[src/rtl/buck_pwm_pkg.sv]
`default_nettype none
// ============================================================================
// Module      : buck_pwm_pkg
// Description : Shared types and default constants for the buck PWM driver.
//               Holds the state encoding, which doubles as the status code.
// Revision    : 1.0 - initial release
// ============================================================================
package buck_pwm_pkg;

  // Controller states. The encoding is visible on the status port.
  typedef enum logic [1:0] {
    ST_IDLE       = 2'd0,
    ST_SOFT_START = 2'd1,
    ST_RUN        = 2'd2,
    ST_FAULT      = 2'd3
  } state_t;

  // Default configuration: 2 kHz switching from a 1 MHz clock
  localparam int c_period  = 500;
  localparam int c_max_on  = 460;
  localparam int c_ss_step = 4;
  localparam int c_dead    = 2;

  // Period counter width for the default period
  localparam int c_cnt_w   = $clog2(c_period);

  // On-time arithmetic width; one bit wider than Time_on so that
  // on_shadow + SS_STEP never wraps
  localparam int c_on_w    = 11;

  // Smaller of two on-time values
  function automatic logic [c_on_w-1:0] on_min(input logic [c_on_w-1:0] a,
                                               input logic [c_on_w-1:0] b);
    return (a < b) ? a : b;
  endfunction

endpackage
`default_nettype wire

[src/rtl/pwm_period_counter.sv]
`default_nettype none
// ============================================================================
// Module      : pwm_period_counter
// Description : Free-running modulo-PERIOD counter with a last-cycle flag.
//               Also intended to pace a future ADC sequencer.
// Revision    : 1.0 - initial release
// ============================================================================
module pwm_period_counter
  import buck_pwm_pkg::*;
#(
  parameter int PERIOD = c_period,
  parameter int CNT_W  = $clog2(PERIOD)
) (
  input  logic             clk_1M,
  input  logic             rst,
  output logic [CNT_W-1:0] cnt,
  output logic             last
);

  localparam logic [CNT_W-1:0] c_last_val = CNT_W'(PERIOD - 1);

  logic [CNT_W-1:0] r_cnt;

  // Count 0..PERIOD-1 and wrap, regardless of controller state
  always_ff @(posedge clk_1M or posedge rst) begin
    if (rst) begin
      r_cnt <= '0;
    end else if (r_cnt == c_last_val) begin
      r_cnt <= '0;
    end else begin
      r_cnt <= r_cnt + CNT_W'(1);
    end
  end

  assign cnt  = r_cnt;
  assign last = (r_cnt == c_last_val);

endmodule
`default_nettype wire

[src/rtl/buck_pwm_gen.sv]
`default_nettype none
// ============================================================================
// Module      : buck_pwm_gen
// Description : Fixed-period PWM driver for the buck high-side switch with
//               soft-start, latched fault shutdown, on-time clamping, a
//               mid-on-time ADC trigger and a period marker.
//               Define BUCK_PWM_COMP_EN to add the complementary low-side
//               drive pwm_low with DEAD cycles of dead time on each edge.
// Revision    : 1.0 - initial release
// ============================================================================
module buck_pwm_gen
  import buck_pwm_pkg::*;
#(
  parameter int PERIOD  = c_period,
  parameter int MAX_ON  = c_max_on,
  parameter int SS_STEP = c_ss_step,
  parameter int DEAD    = c_dead
) (
  input  logic       clk_1M,
  input  logic       rst,
  input  logic       enable,
  input  logic [9:0] Time_on,
  input  logic       fault,
  output logic       pwm_out,
  output logic       adc_trig,
  output logic       period_start,
  output logic       ss_done,
  output logic [1:0] status
`ifdef BUCK_PWM_COMP_EN
  ,
  output logic       pwm_low
`endif
);

  // Width of the period counter for this instance's PERIOD
  localparam int c_cw = $clog2(PERIOD);

  localparam logic [c_on_w-1:0] c_max_on_v = c_on_w'(MAX_ON);
  localparam logic [c_on_w-1:0] c_step_v   = c_on_w'(SS_STEP);

  // The on-time must end strictly inside the period, and the 11-bit
  // on-time datapath must be able to represent every counter value.
  if ((MAX_ON >= PERIOD) || (PERIOD > 2047) || (PERIOD < 2) ||
      (SS_STEP < 1) || (DEAD < 0)) begin : g_cfg_check
    $error("buck_pwm_gen: invalid configuration (need MAX_ON < PERIOD <= 2047, SS_STEP >= 1, DEAD >= 0)");
  end

  // --------------------------------------------------------------------------
  // Period counter
  // --------------------------------------------------------------------------
  logic [c_cw-1:0]   w_cnt;
  logic              w_last;
  logic [c_on_w-1:0] w_cnt_ext;

  pwm_period_counter #(
    .PERIOD (PERIOD),
    .CNT_W  (c_cw)
  ) u_period_counter (
    .clk_1M (clk_1M),
    .rst    (rst),
    .cnt    (w_cnt),
    .last   (w_last)
  );

  assign w_cnt_ext = c_on_w'(w_cnt);

  // --------------------------------------------------------------------------
  // On-time targets
  // --------------------------------------------------------------------------
  state_t            r_state;
  state_t            w_next_state;
  logic [c_on_w-1:0] r_on_shadow;
  logic [c_on_w-1:0] w_on_next;
  logic [c_on_w-1:0] w_target;
  logic [c_on_w-1:0] w_ss_upd;
  logic              w_active_next;

  // Clamped command and the next soft-start step toward it
  assign w_target = on_min(c_on_w'(Time_on), c_max_on_v);
  assign w_ss_upd = on_min(r_on_shadow + c_step_v, w_target);

  // Switching is allowed only while the controller will be in SOFT_START
  // or RUN; using the next state makes shutdown take effect one cycle after
  // enable drops or fault rises.
  assign w_active_next = (w_next_state == ST_SOFT_START) ||
                         (w_next_state == ST_RUN);

  // --------------------------------------------------------------------------
  // Controller FSM
  // --------------------------------------------------------------------------

  // State register
  always_ff @(posedge clk_1M or posedge rst) begin
    if (rst) begin
      r_state <= ST_IDLE;
    end else begin
      r_state <= w_next_state;
    end
  end

  // Next-state logic; fault overrides everything and FAULT only releases
  // when both fault and enable are low, so restart always soft-starts.
  always_comb begin
    w_next_state = r_state;
    if (fault) begin
      w_next_state = ST_FAULT;
    end else begin
      case (r_state)
        ST_IDLE: begin
          if (enable && w_last) begin
            w_next_state = ST_SOFT_START;
          end
        end
        ST_SOFT_START: begin
          if (!enable) begin
            w_next_state = ST_IDLE;
          end else if (w_last && (w_ss_upd == w_target)) begin
            w_next_state = ST_RUN;
          end
        end
        ST_RUN: begin
          if (!enable) begin
            w_next_state = ST_IDLE;
          end
        end
        ST_FAULT: begin
          if (!enable) begin
            w_next_state = ST_IDLE;
          end
        end
        default: begin
          w_next_state = ST_IDLE;
        end
      endcase
    end
  end

  // Output decode: next values of the registered outputs
  logic w_pwm_d;
  logic w_adc_d;
  logic w_ps_d;
  logic w_ss_done_d;

  always_comb begin
    w_pwm_d     = w_active_next && (w_cnt_ext < r_on_shadow);
    w_adc_d     = w_active_next && (w_cnt_ext == (r_on_shadow >> 1));
    w_ps_d      = (w_cnt == '0);
    w_ss_done_d = (w_next_state == ST_RUN);
  end

  // --------------------------------------------------------------------------
  // On-time shadow register
  // --------------------------------------------------------------------------

  // Shadow reload: cleared at once on shutdown, otherwise changed only at
  // the period boundary. IDLE holds on_shadow at 0, so the soft-start step
  // from IDLE yields min(SS_STEP, target) for the first period.
  always_comb begin
    w_on_next = r_on_shadow;
    if (!w_active_next) begin
      w_on_next = '0;
    end else if (w_last) begin
      w_on_next = (r_state == ST_RUN) ? w_target : w_ss_upd;
    end
  end

  // Shadow register
  always_ff @(posedge clk_1M or posedge rst) begin
    if (rst) begin
      r_on_shadow <= '0;
    end else begin
      r_on_shadow <= w_on_next;
    end
  end

  // --------------------------------------------------------------------------
  // Output registers
  // --------------------------------------------------------------------------
  logic r_pwm;
  logic r_adc;
  logic r_ps;
  logic r_ss_done;

  // Register every output so the gate driver sees glitch-free edges
  always_ff @(posedge clk_1M or posedge rst) begin
    if (rst) begin
      r_pwm     <= 1'b0;
      r_adc     <= 1'b0;
      r_ps      <= 1'b0;
      r_ss_done <= 1'b0;
    end else begin
      r_pwm     <= w_pwm_d;
      r_adc     <= w_adc_d;
      r_ps      <= w_ps_d;
      r_ss_done <= w_ss_done_d;
    end
  end

  assign pwm_out      = r_pwm;
  assign adc_trig     = r_adc;
  assign period_start = r_ps;
  assign ss_done      = r_ss_done;
  assign status       = r_state;

`ifdef BUCK_PWM_COMP_EN
  // --------------------------------------------------------------------------
  // Complementary low-side drive
  // --------------------------------------------------------------------------
  localparam logic [c_on_w-1:0] c_dead_v  = c_on_w'(DEAD);
  localparam logic [c_on_w-1:0] c_low_end = c_on_w'(PERIOD - DEAD);

  logic w_low_d;
  logic r_low;

  // Low side is on from DEAD cycles after the high-side fall until DEAD
  // cycles before the next rise; when the low time is 2*DEAD or less this
  // window is empty and the low side stays off for the whole period.
  always_comb begin
    w_low_d = w_active_next &&
              (w_cnt_ext >= (r_on_shadow + c_dead_v)) &&
              (w_cnt_ext < c_low_end);
  end

  // Low-side output register
  always_ff @(posedge clk_1M or posedge rst) begin
    if (rst) begin
      r_low <= 1'b0;
    end else begin
      r_low <= w_low_d;
    end
  end

  assign pwm_low = r_low;
`endif

endmodule
`default_nettype wire
[config.mk]
export PLATFORM = sky130hd
export DESIGN_NAME = buck_pwm_gen
export DESIGN_NICKNAME = d
export VERILOG_FILES = /design/src/rtl/buck_pwm_pkg.sv /design/src/rtl/pwm_period_counter.sv /design/src/rtl/buck_pwm_gen.sv
export SDC_FILE = /design/constraint.sdc
export NUM_CORES = 1
export LEC_CHECK = 0
export CELL_PAD_IN_SITES_DETAIL_PLACEMENT = 1
export CELL_PAD_IN_SITES_GLOBAL_PLACEMENT = 2
export CORE_MARGIN = 2
export CORE_UTILIZATION = 36
export CTS_CLUSTER_SIZE = 16
export DETAILED_ROUTE_END_ITERATION = 16
export PLACE_DENSITY = 0.83
export SYNTH_ARGS = -nofsm -noshare
export SYNTH_HDL_FRONTEND = slang
export SYNTH_SLANG_ARGS = --single-unit
[constraint.sdc]
create_clock -name clk_1M -period 4.05 [get_ports clk_1M]
set_input_delay 1.215 -clock clk_1M [delete_from_list [all_inputs] [get_ports clk_1M]]
set_output_delay 1.215 -clock clk_1M [all_outputs]
set_load 0.02 [all_outputs]
# Word level (Yosys, flattened, before mapping)
# Cells that the tools add are included.
# Widths: inputs -> output; s select.
# classes
add_sub_neg	2
n_reduce_logical	8
mux	12
n_lt_le_gt_ge	3
n_eq_ne	9
# op_table
cell	count
$mux 11	4
$add 11x3->11 const B	1
$eq 11x10->1	1
$lt 11x10->1	1
$lt 9x11->1	1
$eq 9x10->1	1
$lt 10x9->1 const B	1
$mux 10	1
$mux 2	5
$add 9x1->9 const B	1
$eq 9x9->1 const B	1
$logic_not 9->1	1
$mux 9	1
$eq 2x2->1 const B	3
$pmux 2 s3	1
$eq 2x1->1 const B	2
$logic_and 1x1->1	4
$logic_not 2->1	1
$ne 2x2->1 const B	1
$reduce_or 2->1	1
$logic_or 1x1->1	1
# word_totals
out_inout_bits	6
inputBits	14
regBits	26
wordCells	41

# Longest topological paths before layout
# logic_depth
depth_word	13
ltp_mapped	14
mapped_depth_nobuf	13

# Modules after synthesis
# From an unflattened synthesis, not the netlist that was laid out.
# unflattened
cells_unflattened	248
hier_area_um2	2239.6
# by_module_without_submodules
mod	seq_area_each_um2	instances	cells_each	area_each_um2
buck_pwm_gen	425.4	1	205	1767.9
pwm_period_counter	225.2	1	43	471.7

# Worst setup path before layout
# OpenSTA, ideal clock, no wires.
# synth_path
kind	input to register
from	in Time_on[4]
to	reg r_on_shadow[5]
path_slack_ns	-0.078
setup_ns	0.095
stages	14
arrival_ns	4.032
required_time_ns	3.955
path_cell_list	buf_6 -> or2_2 -> a211o_1 -> inv_1 -> ha_1 -> a21oi_1 -> o221a_2 -> o21a_1 -> nand3_1 -> o31a_1 -> ha_1 -> clkbuf_1 -> or3_1 -> o31ai_1
# synth_between
elab_chain_cells	13
word_cells_on_any_way	17
classes_between	2 x order compare; 4 x eq/ne; 9 x mux; 2 x reduce/logical
# synth_rtl
item	line_no	text
from (decl)	buck_pwm_gen.sv:22	input logic [9:0] Time_on,
$lt 10x9->1	buck_pwm_pkg.sv:34	return (a < b) ? a : b;
$mux 10 (*)	buck_pwm_pkg.sv:34	
$lt 11x10->1	buck_pwm_pkg.sv:34	
$mux 11	buck_pwm_pkg.sv:34	
$eq 11x10->1	buck_pwm_gen.sv:117	end else if (w_last && (w_ss_upd == w_target)) begin
$logic_and 1x1->1	buck_pwm_gen.sv:117	
$mux 2	buck_pwm_gen.sv:117	
$mux 2	buck_pwm_gen.sv:115	if (!enable) begin
$pmux 2 s3	buck_pwm_gen.sv:108	case (r_state)
$mux 2	buck_pwm_gen.sv:105	if (fault) begin
$eq 2x1->1 / $eq 2x2->1 (equally long branches)	buck_pwm_gen.sv:85, buck_pwm_gen.sv:86	
$logic_or 1x1->1	buck_pwm_gen.sv:85	assign w_active_next = (w_next_state == ST_SOFT_START) ||
$ne 2x2->1 (no source line) / $mux 11 (equally long branches)	n/a	
to (signal assigned)	buck_pwm_gen.sv:172	r_on_shadow <= w_on_next;
to (decl)	buck_pwm_gen.sv:72	logic [c_on_w-1:0] r_on_shadow;
# Every way passes the cells marked *; elsewhere a longest branch is shown, timed or not. The select of a mux whose other input is x is not followed.
# A chain may end at the register's enable or synchronous reset.

# Worst setup path in the final report
# layout_path
from	in Time_on[3]
to	reg r_on_shadow[7]
# Same word-level chain as after synthesis.

==> key figures <==
CTS
  – CTS Buf Count: 3
  – Htree depth: 1
  – Hold_buf cts: 0
  – Clock transition at path regs: 0.08 ns
  – Clk buf depth: 2
  – CTS root buf: clkbuf_8
  – Worst-Skew Late Latency: 0.27 ns
  – Clk sink count: 26
  – CTS tree: yes

Critical path
  – CP arrival: 4.11 ns
  – Max FO, Critical Path: 6
  – Delay-heaviest family, CP: compound AO/OA/AOI/OAI gates
  – Worst EP required: 4.25 ns
  – Setup CP Type: primary input to flop
  – Crit. End Element: flop
  – CP startpoint kind: primary input
  – Most frequent CP cell: a21oi_2
  – Buf/Inv on CP: 2
  – CP max stage delay: 0.42 ns
  – CP Cell Sequence: clkdlybuf4s50_1 -> a211o_1 -> a21oi_2 -> nand2_1 -> ha_2 -> a21oi_2 -> o221a_2 -> o21a_1 -> nand3_2 -> o31a_1 -> ha_4 -> buf_4 -> or3_1 -> o21ai_1
  – Slowest-stage cell, CP: clkdlybuf4s50_1

Timing
  – Least-Margin Pin Slew: 1.00 ns
  – Max Clk Rate: 0.255 GHz
  – Rel. slew slack: 33.2%
  – Worst hold slack: just under 0.6 ns
  – Setup Total Neg Slack: 0 ns
  – Tcrit/Tclk final: between 90 and 100%
  – Period minus WS final: 3.92 ns
  – Layout Skew: 0.00203 ns
  – Final setup viols: 0
  – Slew Viols, Final: 0
  – RSZ-0062 raised after global routing: false
  – Hold Violations, Final: 0

Global route
  – Initial antenna violation count: 0
  – First-pass GRT wire length: between 10000 and 15000 um
  – Largest net degree at the start of global routing: 27
  – GRT Util Overall: between 20% and 30%
  – Number of global-route vias before repair: roughly 2100
  – Congestion Overflow GR: 0

Route
  – Final wirelength: 6380 um
  – Via count: 2028
  – DRC Markers: 0
  – DRT antenna net count: 0
  – Mean routed wirelength per cell: 17.2 um
  – DR iter-0 viols: 88
  – Number of iterations in the first detailed-routing pass: 4
  – DR vias/cell: 5.48

Final layout
  – Area Growth Syn to Fin: 25.7%
  – Storage cell area: 651 um2
  – Most frequent cells in the layout: buf_4 (30), dfrtp_1 (26), nand2_1 (19), inv_1 (19), ha_1 (19)
  – Final Non-Filler Cells: 370
  – Multi-input combinational cell area: about 0.0015 mm2
  – Post-route cell area: between 0.002 and 0.003 mm2
  – Most common cell after layout, fill and taps aside: buf_4
  – Nets: roughly 330
  – Antenna Cells: 0
  – Layout cell share with drive strength beyond 1: 17.6%
  – Filler cells: around 720

Placement
  – Placed cell areas: 0.00267 mm2
  – PortBufs: 19
  – Dpl hpwl: 5140 um
  – Placed Instances: 364
  – Gpl congestion: 0.838

Synth
  – Number of synthesized flops with an enable pin: 0
  – Largest family of logic cells by synthesized area: simple AND/OR/NAND/NOR gates
  – Top post-synthesis cells by area: dfrtp_1 (29%), ha_1 (12%), xnor2_1 (7.1%)
  – Multiplexer area fraction after synthesis: 2.31%
  – Mapped Avg Cell Area: 8.72 um2
  – Main synth FF type: dfrtp_1
  – Post-Synthesis Net Count: 290
  – Synth Instances: 255
  – Synth Area in Compound Gates: 17.2%
  – Flops & latches, synth: 26
  – Post-synthesis cell area: 0.00222 mm2
  – Area leader, netlist: dfrtp_1
  – Adder-cell share of the synthesized area: roughly an eighth
  – Fraction of registers with async set or reset after synthesis: 100%
  – Post-synthesis sequential area ratio: between 20% and 30%
  – Post-synth top area share: about 29%
  – Post-synthesis cell type count: 51
  – Simple-gate share of the synthesized area: a little under a quarter
  – XOR/XNOR share of the synthesized area: 10.3%
  – YS warnings: 0

Power
  – Pwr/cell area: 244 mW/mm2
  – Worst vdd ir: between 150 and 200 uV
  – Overall power: 0.000682 W
  – LEAKAGE: roughly 1.2 nW

Outcome
  – Status: completed

Die
  – Row cnt: 28
  – Die ar.: just under 0.007 mm2
  – Die W: 82.6 um
  – Core Region: 0.00596 mm2
  – Initial core utilization: 37.3%
  – Top Ports: 20
  – Die H: 82.6 um

Hold path
  – Worst hold path type: flop to flop

Run
  – Max-Cap Viols: 0
worst register-to-register path, delay by kind of cell, from the launching register on:
family | cells | cell delay [ns]
AOI/OAI and AO/OA | 5 | 1.00
adders and majority gates | 3 | 0.86
and+or+nand+nor | 3 | 0.58
DFF | 1 | 0.50
buffers and inverters | 2 | 0.33
xor gates and xnor gates | 1 | 0.24
report_power, final:
| part | internal, W | switching, W |
|---|---|---|
| logic | 0.000119 | 0.000118 |
| registers | 0.000274 | 0.0000282 |
| clock network | 0.0000666 | 0.0000765 |
| total | 0.000460 | 0.000223 |
registers in the layout (all words and copies together), names as in the netlist:
name                  cells
pwm_out                   1
period_start              1
u_period_counter.cnt      9
adc_trig                  1
r_on_shadow              11
ss_done                   1
status                    2
worst paths after layout:
kind | start | endpoint | slack, ns | depth (start not counted)
setup / recovery | Time_on[3] | r_on_shadow[7]$_DFFE_PP0P_ | 0.13 | 14
hold / removal | u_period_counter.cnt[0]$_DFF_PP0_ | u_period_counter.cnt[0]$_DFF_PP0_ | 0.58 | 1
setup reg to reg | r_on_shadow[2]$_DFFE_PP0P_ | r_on_shadow[7]$_DFFE_PP0P_ | 0.46 | 14
hold reg to reg | u_period_counter.cnt[0]$_DFF_PP0_ | u_period_counter.cnt[0]$_DFF_PP0_ | 0.58 | 1
max in group asynchronous | rst | status[0]$_DFF_PP0_ | 1.97 | 2
min in group asynchronous | rst | u_period_counter.cnt[5]$_DFF_PP0_ | 1.48 | 2
per-layer routing:
metal,vias up,routed length [um],track usage [%]
met5,-,0,0
met4,0,11,0.492
met3,2,156,2.93
met2,29,3050,35.2
met1,994,3160,29.2
li1,1003,-,-
Yosys cell counts, types with 7 or more instances:
library cell / number
a21o_1: 7
a21oi_1: 14
nor2_1: 16
o21ai_0: 10
or3_1: 10
nand2_1: 19
ha_1: 21
dfrtp_1: 26
nand3_1: 10
inv_1: 19
xnor2_1: 18
nand4_1: 10
logic make-up after synthesis:
kind of cell / after synthesis
AO/OA/AOI/OAI: 54
XOR/XNOR: 23
adder cells (fa/ha/maj): 21
buffers and inverters: 32
flip-flops: 26
multiplexers: 5
other: 1
AND/OR/NAND/NOR: 93
repair_timing:
action                     CTS  global route
buffers inserted             2             1
gates resized for setup      7            14
pin swaps                    7             8
hold endpoints to repair     0             0
setup endpoints to repair    6             8
per-stage QoR:
step,util [%],setup WS [ns]
6_report,46.9,0.134
5_1_grt,46.9,0.00372
4_1_cts,46.1,0.000715
3_5_place_dp,44.8,-0.420
3_3_place_gp,44.8,-0.312
2_1_floorplan,-,0.0282
area by class of cell:
| class | instances | share of cell area, % |
|---|---|---|
| clock buffers | 3 | 1.48 |
| inverters | 19 | 2.55 |
| multi-input cells | 197 | 53.4 |
| flip-flops and latches | 26 | 23.3 |
| well taps | 75 | 3.36 |
| repair buffers | 50 | 15.9 |
(Power assumes the default switching activity.)
